File: src/rtl/round_robin_arbiter.sv
// Four-requester round-robin arbiter with a hold limit per grant,
// a one-cycle turnaround gap after every grant and a running grant count.
module round_robin_arbiter #(
  parameter int unsigned MAX_HOLD = 16
) (
  input  logic       clock,
  input  logic       reset_n,
  input  logic [3:0] req,
  output logic [3:0] grant,
  output logic [1:0] owner,
  output logic       timeout,
  output logic [1:0] state,
  output logic [7:0] grant_total
);

  typedef enum logic [1:0] {
    IDLE = 2'd0,
    BUSY = 2'd1,
    GAP  = 2'd2
  } state_t;

  localparam logic [7:0] MAX_HOLD_CNT = 8'(MAX_HOLD);

  state_t     state_q, state_d;
  logic [3:0] grant_q, grant_d;
  logic [1:0] owner_q, owner_d;
  logic       timeout_q, timeout_d;
  logic [1:0] ptr_q, ptr_d;
  logic [7:0] hold_q, hold_d;
  logic [7:0] total_q, total_d;

  logic       win_found;
  logic [1:0] win_idx;
  logic [1:0] cand;

  // Search requesters starting at the rotating pointer; the first asserted one wins.
  always_comb begin
    win_found = 1'b0;
    win_idx   = 2'd0;
    cand      = 2'd0;
    for (int i = 0; i < 4; i++) begin
      cand = ptr_q + 2'(i);
      if (!win_found && req[cand]) begin
        win_found = 1'b1;
        win_idx   = cand;
      end
    end
  end

  // Next-state and next-output logic; a release always beats a hold-limit expiry.
  always_comb begin
    state_d   = state_q;
    grant_d   = grant_q;
    owner_d   = owner_q;
    timeout_d = 1'b0;
    ptr_d     = ptr_q;
    hold_d    = hold_q;
    total_d   = total_q;
    case (state_q)
      IDLE, GAP: begin
        if (win_found) begin
          grant_d = 4'b0001 << win_idx;
          owner_d = win_idx;
          hold_d  = 8'd1;
          total_d = total_q + 8'd1;
          state_d = BUSY;
        end else begin
          grant_d = 4'b0000;
          hold_d  = 8'd0;
          state_d = IDLE;
        end
      end
      BUSY: begin
        if (!req[owner_q]) begin
          grant_d = 4'b0000;
          ptr_d   = owner_q + 2'd1;
          hold_d  = 8'd0;
          state_d = GAP;
        end else if (hold_q == MAX_HOLD_CNT) begin
          grant_d   = 4'b0000;
          ptr_d     = owner_q + 2'd1;
          hold_d    = 8'd0;
          timeout_d = 1'b1;
          state_d   = GAP;
        end else begin
          hold_d = hold_q + 8'd1;
        end
      end
      default: begin
        grant_d = 4'b0000;
        owner_d = 2'd0;
        ptr_d   = 2'd0;
        hold_d  = 8'd0;
        total_d = 8'd0;
        state_d = IDLE;
      end
    endcase
  end

  // All state and every output is registered; reset clears everything immediately.
  always_ff @(posedge clock or negedge reset_n) begin
    if (!reset_n) begin
      state_q   <= IDLE;
      grant_q   <= 4'b0000;
      owner_q   <= 2'd0;
      timeout_q <= 1'b0;
      ptr_q     <= 2'd0;
      hold_q    <= 8'd0;
      total_q   <= 8'd0;
    end else begin
      state_q   <= state_d;
      grant_q   <= grant_d;
      owner_q   <= owner_d;
      timeout_q <= timeout_d;
      ptr_q     <= ptr_d;
      hold_q    <= hold_d;
      total_q   <= total_d;
    end
  end

  assign grant       = grant_q;
  assign owner       = owner_q;
  assign timeout     = timeout_q;
  assign state       = state_q;
  assign grant_total = total_q;

endmodule

File: config.mk
export PLATFORM = sky130hd
export DESIGN_NAME = round_robin_arbiter
export DESIGN_NICKNAME = d
export VERILOG_FILES = /design/src/rtl/round_robin_arbiter.sv
export SDC_FILE = /design/constraint.sdc
export NUM_CORES = 1
export LEC_CHECK = 0
export ABC_AREA = 1
export CORE_ASPECT_RATIO = 0.5
export CORE_UTILIZATION = 58
export CTS_CLUSTER_SIZE = 28
export DETAILED_ROUTE_END_ITERATION = 7
export HOLD_SLACK_MARGIN = 0.08
export PLACE_DENSITY = 0.83
export REMOVE_ABC_BUFFERS = 1
export SETUP_SLACK_MARGIN = 0.2
export SLEW_MARGIN = 20
export SYNTH_ARGS = -nofsm -noshare
export SYNTH_HDL_FRONTEND = slang
export SYNTH_SLANG_ARGS = --single-unit
File: constraint.sdc
create_clock -name clock -period 2.03 [get_ports clock]
set_input_delay 0.609 -clock clock [delete_from_list [all_inputs] [get_ports clock]]
set_output_delay 0.609 -clock clock [all_outputs]
set_load 0.01 [all_outputs]
# Yosys cells after proc, flatten, opt, wreduce, memory -nomap -nowiden
# Cells that the tools add are included.
[word_totals]
output_inout_bits = 17
reg_bits = 27
inputBits = 6
[classes]
eq_ne = 5
reduce_logical = 10
muxes = 40
add_sub_neg = 6
shift = 1
bitwise_logic = 2
order_cmp = 5
[op_table]
columns = ["op", "n"]
rows = [
  ["$pmux W8 S2", 2],
  ["$mux W8", 3],
  ["$mux W2", 9],
  ["$add A8 B1 Y8 const B", 2],
  ["$lt A2 B3 Y1 const B", 5],
  ["$mux W1", 14],
  ["$mux W4", 3],
  ["$pmux W2 S2", 3],
  ["$bmux W1 S2", 5],
  ["$eq A8 B5 Y1 const B", 1],
  ["$pmux W4 S2", 1],
  ["$add A2 B1 Y2 const B", 2],
  ["$add A2 B2 Y2 const B", 2],
  ["$reduce_and A2 Y1", 2],
  ["$shl A1 B2 Y4 const A", 1],
  ["$logic_and A1 B1 Y1", 3],
  ["$logic_not A1 Y1", 3],
  ["$ne A3 B3 Y1 const B", 1],
  ["$eq A2 B1 Y1 const B", 1],
  ["$eq A2 B2 Y1 const B", 1],
  ["$logic_not A2 Y1", 1],
  ["$ne A2 B2 Y1 const B", 1],
  ["$not A1 Y1", 2],
  ["$reduce_or A2 Y1", 1],
]

# Logic depth before layout (Yosys ltp)
# Gate-level depths: netlist of the first run.
[logic_depth]
word_depth = 15
mapped_depth = 12

# Worst setup path after synthesis of the first run
# Ideal clock, no wire load.
[synth_path]
kind = "input to register"
from = "in req[0]"
to = "reg hold_q[0]"
t_arrival_ns = 1.406
setup_ns = 0.127
slack_ns = 0.497
cell_stages = 9
required_ns = 1.903
n_path_buf = 1
path_cell_list = "inv_1 nand2_1 nand3_1 nand2_1 nor2_4 nand3_2 nand2_4 buf_12 o21ai_0"
[synth_via]
elab_chain_len = 14
[synth_lines]
columns = ["item", "line_no", "source"]
rows = [
  ["start: declaration", "8", "input logic [3:0] req,"],
  ["$bmux W1 S2", "43", "if (!win_found && req[cand]) begin"],
  ["$mux W1 (implied by the code)", "43", ""],
  ["$mux W1", "43", ""],
  ["$logic_not A1 Y1", "43", ""],
  ["$logic_and A1 B1 Y1", "43", ""],
  ["$mux W1", "43", ""],
  ["$logic_not A1 Y1", "43", ""],
  ["$logic_and A1 B1 Y1", "43", ""],
  ["$mux W1", "43", ""],
  ["$logic_not A1 Y1", "43", ""],
  ["$logic_and A1 B1 Y1", "43", ""],
  ["$mux W1", "43", ""],
  ["$mux W1", "61", "if (win_found) begin"],
  ["$pmux W8 S2 *", "59", "case (state_q)"],
  ["named net hold_d[0]", "29", "logic [7:0] hold_q, hold_d;"],
  ["end signal: assignment", "116", "hold_q <= hold_d;"],
  ["end: declaration", "29", ""],
]
# Mark *: on every way through the listed nets, which the timed path passes. The rest lies on a longest branch. The select of a mux whose other input is x is not followed.
# A chain may end at the register's enable or synchronous reset.

# Worst setup path after layout of the first run
[layout_path]
from = "reg state_q[0], in the netlist state[0]"
to = "out state[0]"
[layout_lines]
columns = ["item", "line_no", "source"]
rows = [
  ["start: declaration", "24", "state_t state_q, state_d;"],
  ["start signal: assignment", "111", "state_q <= state_d;"],
  ["end: declaration", "12", "output logic [1:0] state,"],
]
# No word-level cell between the ends.

==> results of run 1 <==
-- state kept, by name, indices dropped and copies added, names as in the netlist --
signal       count
owner            2
hold_q           8
grant_total      8
grant            4
state            2
timeout          1
ptr_q            2
-- what timing repair did --
action,in CTS,in global routing
pin swaps,4,7
cloned,1,0
gates resized for setup,18,18
endpoints found under the setup margin,24,27
setup buffers,8,1
-- routing by layer --
| layer | GRT usage (%) | up-vias | wire length, um |
|---|---|---|---|
| li1 | - | 796 | - |
| met1 | 38.8 | 777 | 1950 |
| met2 | 54.6 | 72 | 2260 |
| met4 | 7.55 | 0 | 29 |
| met5 | 0 | - | 0 |
| met3 | 5.58 | 6 | 268 |
-- final cells by class --
class	count	area (sq um)
Clock buffer	4	45.0
Fill cell	163	463
Inverter	23	86.3
Multi-Input combinational cell	169	908
Sequential cell	27	682
Tap cell	37	46.3
Timing Repair Buffer	46	420
-- power breakdown --
group	switching, W	internal [W]	leakage [nW]	total (W)
clock	0.000169	0.000141	0.0228	0.000310
combinational	0.00115	0.000765	0.820	0.00191
sequential	0.000133	0.000688	0.352	0.000820
-- worst max-delay path by stage --
| stage | startpoint | to | slack [ps] | cells after the start |
|---|---|---|---|---|
| 5_1_grt | ptr_q[1]$_DFFE_PN0P_ | owner[0]$_DFFE_PN0P_ | 160 | 11 |
| 3_5_place_dp | req[3] | grant_total[4]$_DFFE_PN0P_ | -180 | 11 |
| 2_1_floorplan | req[1] | grant_total[2]$_DFFE_PN0P_ | 410 | 10 |
| 3_3_place_gp | req[3] | owner[0]$_DFFE_PN0P_ | -90 | 11 |
| 6_report | state[0]$_DFFE_PN0P_ | state[0] | 230 | 1 |
| 4_1_cts | grant_total[4]$_DFFE_PN0P_ | grant_total[4] | 150 | 1 |
-- placed cells by master (no fill, tap or decap) --
cell type,count
nand2_1,73
buf_4,23
dfrtp_1,22
inv_1,19
nor2_1,18
nand3_1,15
clkdlybuf4s50_1,11
nand2_2,9
nand3_2,8
dlymetal6s2s_1,8
o21ai_0,6
xor2_1,5
nor3_1,5
dfrtp_2,5
nand4_1,4
inv_2,4
nand2_4,4
a21oi_1,3
xnor2_1,3
nor2_2,3
nor3b_1,3
ha_1,3
clkbuf_8,3
dlygate4sd2_1,3
o21ai_1,2
nor2_4,2
nand3_4,1
o21ai_2,1
a21boi_0,1
clkbuf_1,1
buf_6,1
-- cell families (layout without fill, tap and decap cells) --
| kind of cell | count (synthesis) | in the layout | share of synthesized area (%) |
|---|---|---|---|
| flops | 27 | 27 | 40.9 |
| fa+ha+maj | 3 | 3 | 2.27 |
| buf+inv | 28 | 73 | 8.02 |
| simple gates | 144 | 145 | 40.3 |
| xor+xnor | 8 | 8 | 4.24 |
| compound gates | 13 | 13 | 4.31 |
-- stage by stage --
stage,TNS (ps),instance area [sq um]
floorplan,0,1610
global placement,-1070,1990
detailed placement,-2430,1990
CTS,0,2130
global route,0,2190
finish,0,2190
==> flow_summary.ini, run 1 <==
[outcome]
run_status = completed

[min_path]
worst_hold_path_type = reg2reg
hold_path_depth = 2
hold_end = grant[3]$_DFFE_PN0P_
worst_hold_startpoint = grant[3]$_DFFE_PN0P_

[worst_setup_path]
max_stage_delay_ps = 550
startpoint_kind_of_the_worst_setup_timing_path = flop
cp_max_fo = 2
worst_ep_required_time_ps = 1420
timing.critical_path.to_type = primary output
reg2reg_depth = 11
criticalPathCategory = reg2out
critPathArrivalTime_ps = 1200
critical_path.n_buffers_inverters = 1
cp_cell_sequence = clkdlybuf4s50_1
critPathSlowestCell = clkdlybuf4s50_1
crit-reg2reg-capture = owner[0]$_DFFE_PN0P_
crit_path_max_delay_family = buffers and inverters
r2r-start = ptr_q[0]$_DFFE_PN0P_
reg2reg_setup_slack_ps = 290

[clock_network]
cts_tree = built
clk_root_buffer_cell = clkbuf_8
tritoncts_num_sinks = 27
depth_of_the_cts_h_tree = 1
worst_skew_pair.late_latency_ps = 270
cts-buffers-inserted = 3
hold_buffers = 0
clockBufferDepth = 2
path_clk_slew_ps = 90

[final_layout]
syn2layout_area_growth_pct = 32.4
n_antenna_cell = 0
final_cell_count_no_fill = 306
finish.utilization_pct = 82.5
layout-drive-gt1-share_pct = 23.8
nets = 279

[global_routing]
vias_in_the_first_global_route = 1481
grt_util_all_layers_pct = 30.3
antenna_found_initial = 0
overflow = 0
grt_pass1_wl_um = 6790
grt_start_max_net_pins = 28

[power]
total_leakage_power_nw = 1.20
worst_ir_drop_vdd_mv = 0.673
design_power_total_w = 0.00304
cellPowerDensity_nw_per_um2 = 1390

[synthesis]
post_synth_num_cell_types = 24
post_synth.cell_area_avg_sq_um = 7.41
netlist_top_cells_count = nand2_1 (79), dfrtp_1 (27), nor2_1 (22)
ys_seq_area_share_pct = 40.9
syn_inst = 223
post-synth-top-area-fraction_pct = 40.9
number_of_synthesized_flops_with_an_enable_pin = 0
yosysWarnings = 0
netlist_top_cells_area = dfrtp_1 (41%), nand2_1 (18%), nor2_1 (5.0%), nand3_1 (4.8%), nand3_2 (4.8%)
syn-cell-area_sq_um = 1650
synthFlopType = dfrtp_1
number_of_flip_flops_and_latches_in_the_synthesized_netlist = 27
synth_async_sr_flop_share_pct = 100
post-synth-top-count-cell = nand2_1
library_cell_with_the_largest_summed_area_after_synthesis = dfrtp_1

[sta]
actual_transition_at_the_worst_max_transition_pin_ps = 620
timing.final.setup_violations = 0
fmax_mhz = 554
slew_headroom_pct = 58.6
timing.final.crit_share_pct = 88.9
hold_viol = 0
timing.final.max_slew_violations = 0
fin_crit_ps = 1800
timing.hold.ws_ps = 485
rsz0062_at_grt = no
setup_slack_ps = 225
final_skew_ps = 4.12

[drt]
drc_errors = 0
drtAntennaViolNets = 0
routed_via_density = 5.40
firstDrtPassIters = 4
post_drt_wl_per_cell_um = 14.8
detailroute.via_count = 1651
first_iter_violations = 85
routed_wirelength_um = 4510

[place]
place.detailed.hpwl_um = 2900
placement.setup.worst_slack_ps = -182
place.detailed.instances = 292
globalplace.congestion = 0.897
port_buffers = 22

[die]
floorplan.core_area_sq_um = 2650
starting_density_of_the_core_pct = 62.3
num_io_pins = 23
floorplan.rows = 13
dieHeight_um = 39.7
die-area_sq_um = 3080
die_width_um = 77.5

[run]
cap_violations = 0
(Power assumes the default switching activity.)
==> inputs of run 2 (changes only) <==
CORE_UTILIZATION = 54   (was 58)
PLACE_DENSITY = 0.78   (was 0.83)
clock period = 1.7 ns   (was 2.03 ns; I/O delays follow)
==> run 2 against run 1 <==
Net effect: total power rose by 43%; register-to-register slack worse by 250 ps; routed wire length is 16% higher; utilization grew 5.8 points; worst hold slack better by 23 ps; via count rose by 9.9%; critical path type is now reg2reg; highest routed layer unchanged.
==> flow_summary.ini, run 2 (synthesis gave the netlist of run 1 again) <==
[outcome]
run_status = completed

[min_path]
hold_path_depth = 2
worst_hold_path_type = reg2reg
worst_hold_startpoint = grant[2]$_DFFE_PN0P_
hold_end = grant[2]$_DFFE_PN0P_

[global_routing]
vias_in_the_first_global_route = 1508
grt_pass1_wl_um = 6990
grt_start_max_net_pins = 28
grt_util_all_layers_pct = 30.0
antenna_found_initial = 0
overflow = 0

[worst_setup_path]
timing.critical_path.mode_cell = nand2_1
r2r-start = ptr_q[0]$_DFFE_PN0P_
critPathArrivalTime_ps = 1890
startpoint_kind_of_the_worst_setup_timing_path = flop
cp_cell_sequence = buf_6 > nand2_1 > nand2_2 > nand2_1 > nand2_2 > nand4_1 > nand2_1 > nor2_2 > nand2_1 > nand2_1
timing.critical_path.to_type = flop
reg2reg_setup_slack_ps = 40
cp_max_fo = 5
criticalPathCategory = reg2reg
reg2reg_depth = 10
crit_path_max_delay_family = simple AND/OR/NAND/NOR gates
critical_path.n_buffers_inverters = 1
worst_ep_required_time_ps = 1930
max_stage_delay_ps = 460
critPathSlowestCell = dfrtp_2
crit-reg2reg-capture = grant[1]$_DFFE_PN0P_

[final_layout]
most-common-layout-cells = nand2_1 (63), buf_4 (31), dfrtp_1 (24), nand2_2 (17)
nets = 295
multi_input_comb_area_sq_um = 1020
final_cell_count_no_fill = 322
n_antenna_cell = 0
filler_cell_count = 142
layout-drive-gt1-share_pct = 38.2
layout.cells.most_common = nand2_1
syn2layout_area_growth_pct = 46.9
combined_flip_flop_and_latch_cell_area_sq_um = 679

[place]
globalplace.congestion = 0.936
placement.setup.worst_slack_ps = -386
place.detailed.hpwl_um = 2740
place.detailed.instances = 295
port_buffers = 22

[power]
total_leakage_power_nw = 1.24
worst_ir_drop_vdd_mv = 1.15
cellPowerDensity_nw_per_um2 = 1800

[sta]
actual_transition_at_the_worst_max_transition_pin_ps = 413
timing.final.setup_violations = 0
fin_crit_ps = 1660
slew_headroom_pct = 72.4
setup_slack_ps = 42.4
final_skew_ps = 5.05
rsz0062_at_grt = yes
timing.setup.tns_ps = 0
fmax_mhz = 603
timing.final.max_slew_violations = 0
hold_viol = 0
timing.final.crit_share_pct = 97.5

[drt]
routed_via_density = 5.63
drtAntennaViolNets = 0
first_iter_violations = 151
drc_errors = 0
firstDrtPassIters = 4
detailroute.via_count = 1814
routed_wirelength_um = 5260
post_drt_wl_per_cell_um = 16.3

[die]
starting_density_of_the_core_pct = 60.1
die-area_sq_um = 3300
floorplan.rows = 13
dieHeight_um = 41.1
num_io_pins = 23
die_width_um = 80.2
floorplan.core_area_sq_um = 2750

[clock_network]
tritoncts_num_sinks = 27
path_clk_slew_ps = 100
cts_tree = built
clockBufferDepth = 2
depth_of_the_cts_h_tree = 1
hold_buffers = 0
clk_root_buffer_cell = clkbuf_8
worst_skew_pair.late_latency_ps = 280
cts-buffers-inserted = 3

[run]
cap_violations = 0
run 2: changes by cell type in the layout (fill, tap and decap cells not counted), moves of 4 or more:
cell / delta
buf_4: +8
buf_6: +8
clkdlybuf4s15_1: +7
clkdlybuf4s50_1: -10
dlygate4sd2_1: +11
dlymetal6s2s_1: -8
inv_1: -5
nand2_1: -10
nand2_2: +8
nor2_1: -5
o21ai_0: -5
o21ai_2: +4
run 2: worst min-delay path, stage by stage, from the launching register on:
cell and delay (ps):
dfrtp_1 370, nand2_1 50, nand2_1 60
run 2: timing repair:
item | 4_1_cts | 5_1_grt
endpoints found under the setup margin | 43 | 34
gates resized for setup | 56 | 50
cloned | 2 | 0
pin swaps | 7 | 8
setup buffers | 11 | 10
run 2: layout make-up:
class	instances	area share, %
timing repair buffer	62	22.1
inverter	23	4.22
tap	37	1.91
multi-input combinational	169	41.9
sequential	27	28.0
clock buffer	3	1.70
clock inverter	1	0.206
run 2: per-stage QoR:
step / total power [W] / cell area (sq um) / utilization, % / hold WS (ps)
4_1_cts: 0.00365 / 2220 / 80.7 / 484
3_5_place_dp: 0.00293 / 2010 / 73.1 / 464
2_1_floorplan: 0.00210 / 1610 / - / 214
3_3_place_gp: 0.00291 / 2010 / 73.1 / 467
6_report: 0.00436 / 2430 / 88.3 / 508
5_1_grt: 0.00459 / 2430 / 88.3 / 539
run 2: power breakdown:
| part | switching (W) | internal (W) | total, W |
|---|---|---|---|
| sequential | 0.000151 | 0.000821 | 0.000972 |
| clock | 0.000217 | 0.000165 | 0.000382 |
| combinational | 0.00178 | 0.00123 | 0.00301 |
run 2: layer usage:
| metal | wire length (um) | track usage [%] | up-vias |
|---|---|---|---|
| li1 | - | - | 831 |
| met2 | 2430 | 53.0 | 115 |
| met1 | 2230 | 38.3 | 841 |
| met3 | 430 | 5.78 | 27 |
| met4 | 174 | 11.6 | 0 |
| met5 | 0 | 0 | - |
run 2: worst max path at each step:
stage,depth (start not counted),endpoint,start,slack [ps]
global placement,11,grant_total[5]$_DFFE_PN0P_,req[3],-340
global route,10,grant[1]$_DFFE_PN0P_,ptr_q[0]$_DFFE_PN0P_,-20
floorplan,10,grant_total[2]$_DFFE_PN0P_,ptr_q[0]$_DFFE_PN0P_,110
detailed placement,11,grant_total[4]$_DFFE_PN0P_,req[3],-390
finish,10,grant[1]$_DFFE_PN0P_,ptr_q[0]$_DFFE_PN0P_,40
CTS,11,grant_total[4]$_DFFE_PN0P_,ptr_q[0]$_DFFE_PN0P_,130
==> inputs of run 3 (changes only) <==
SLEW_MARGIN = 10   (was 20)
==> results of run 3 <==
The final DEF is identical to that of run 2; final timing and power are the same.
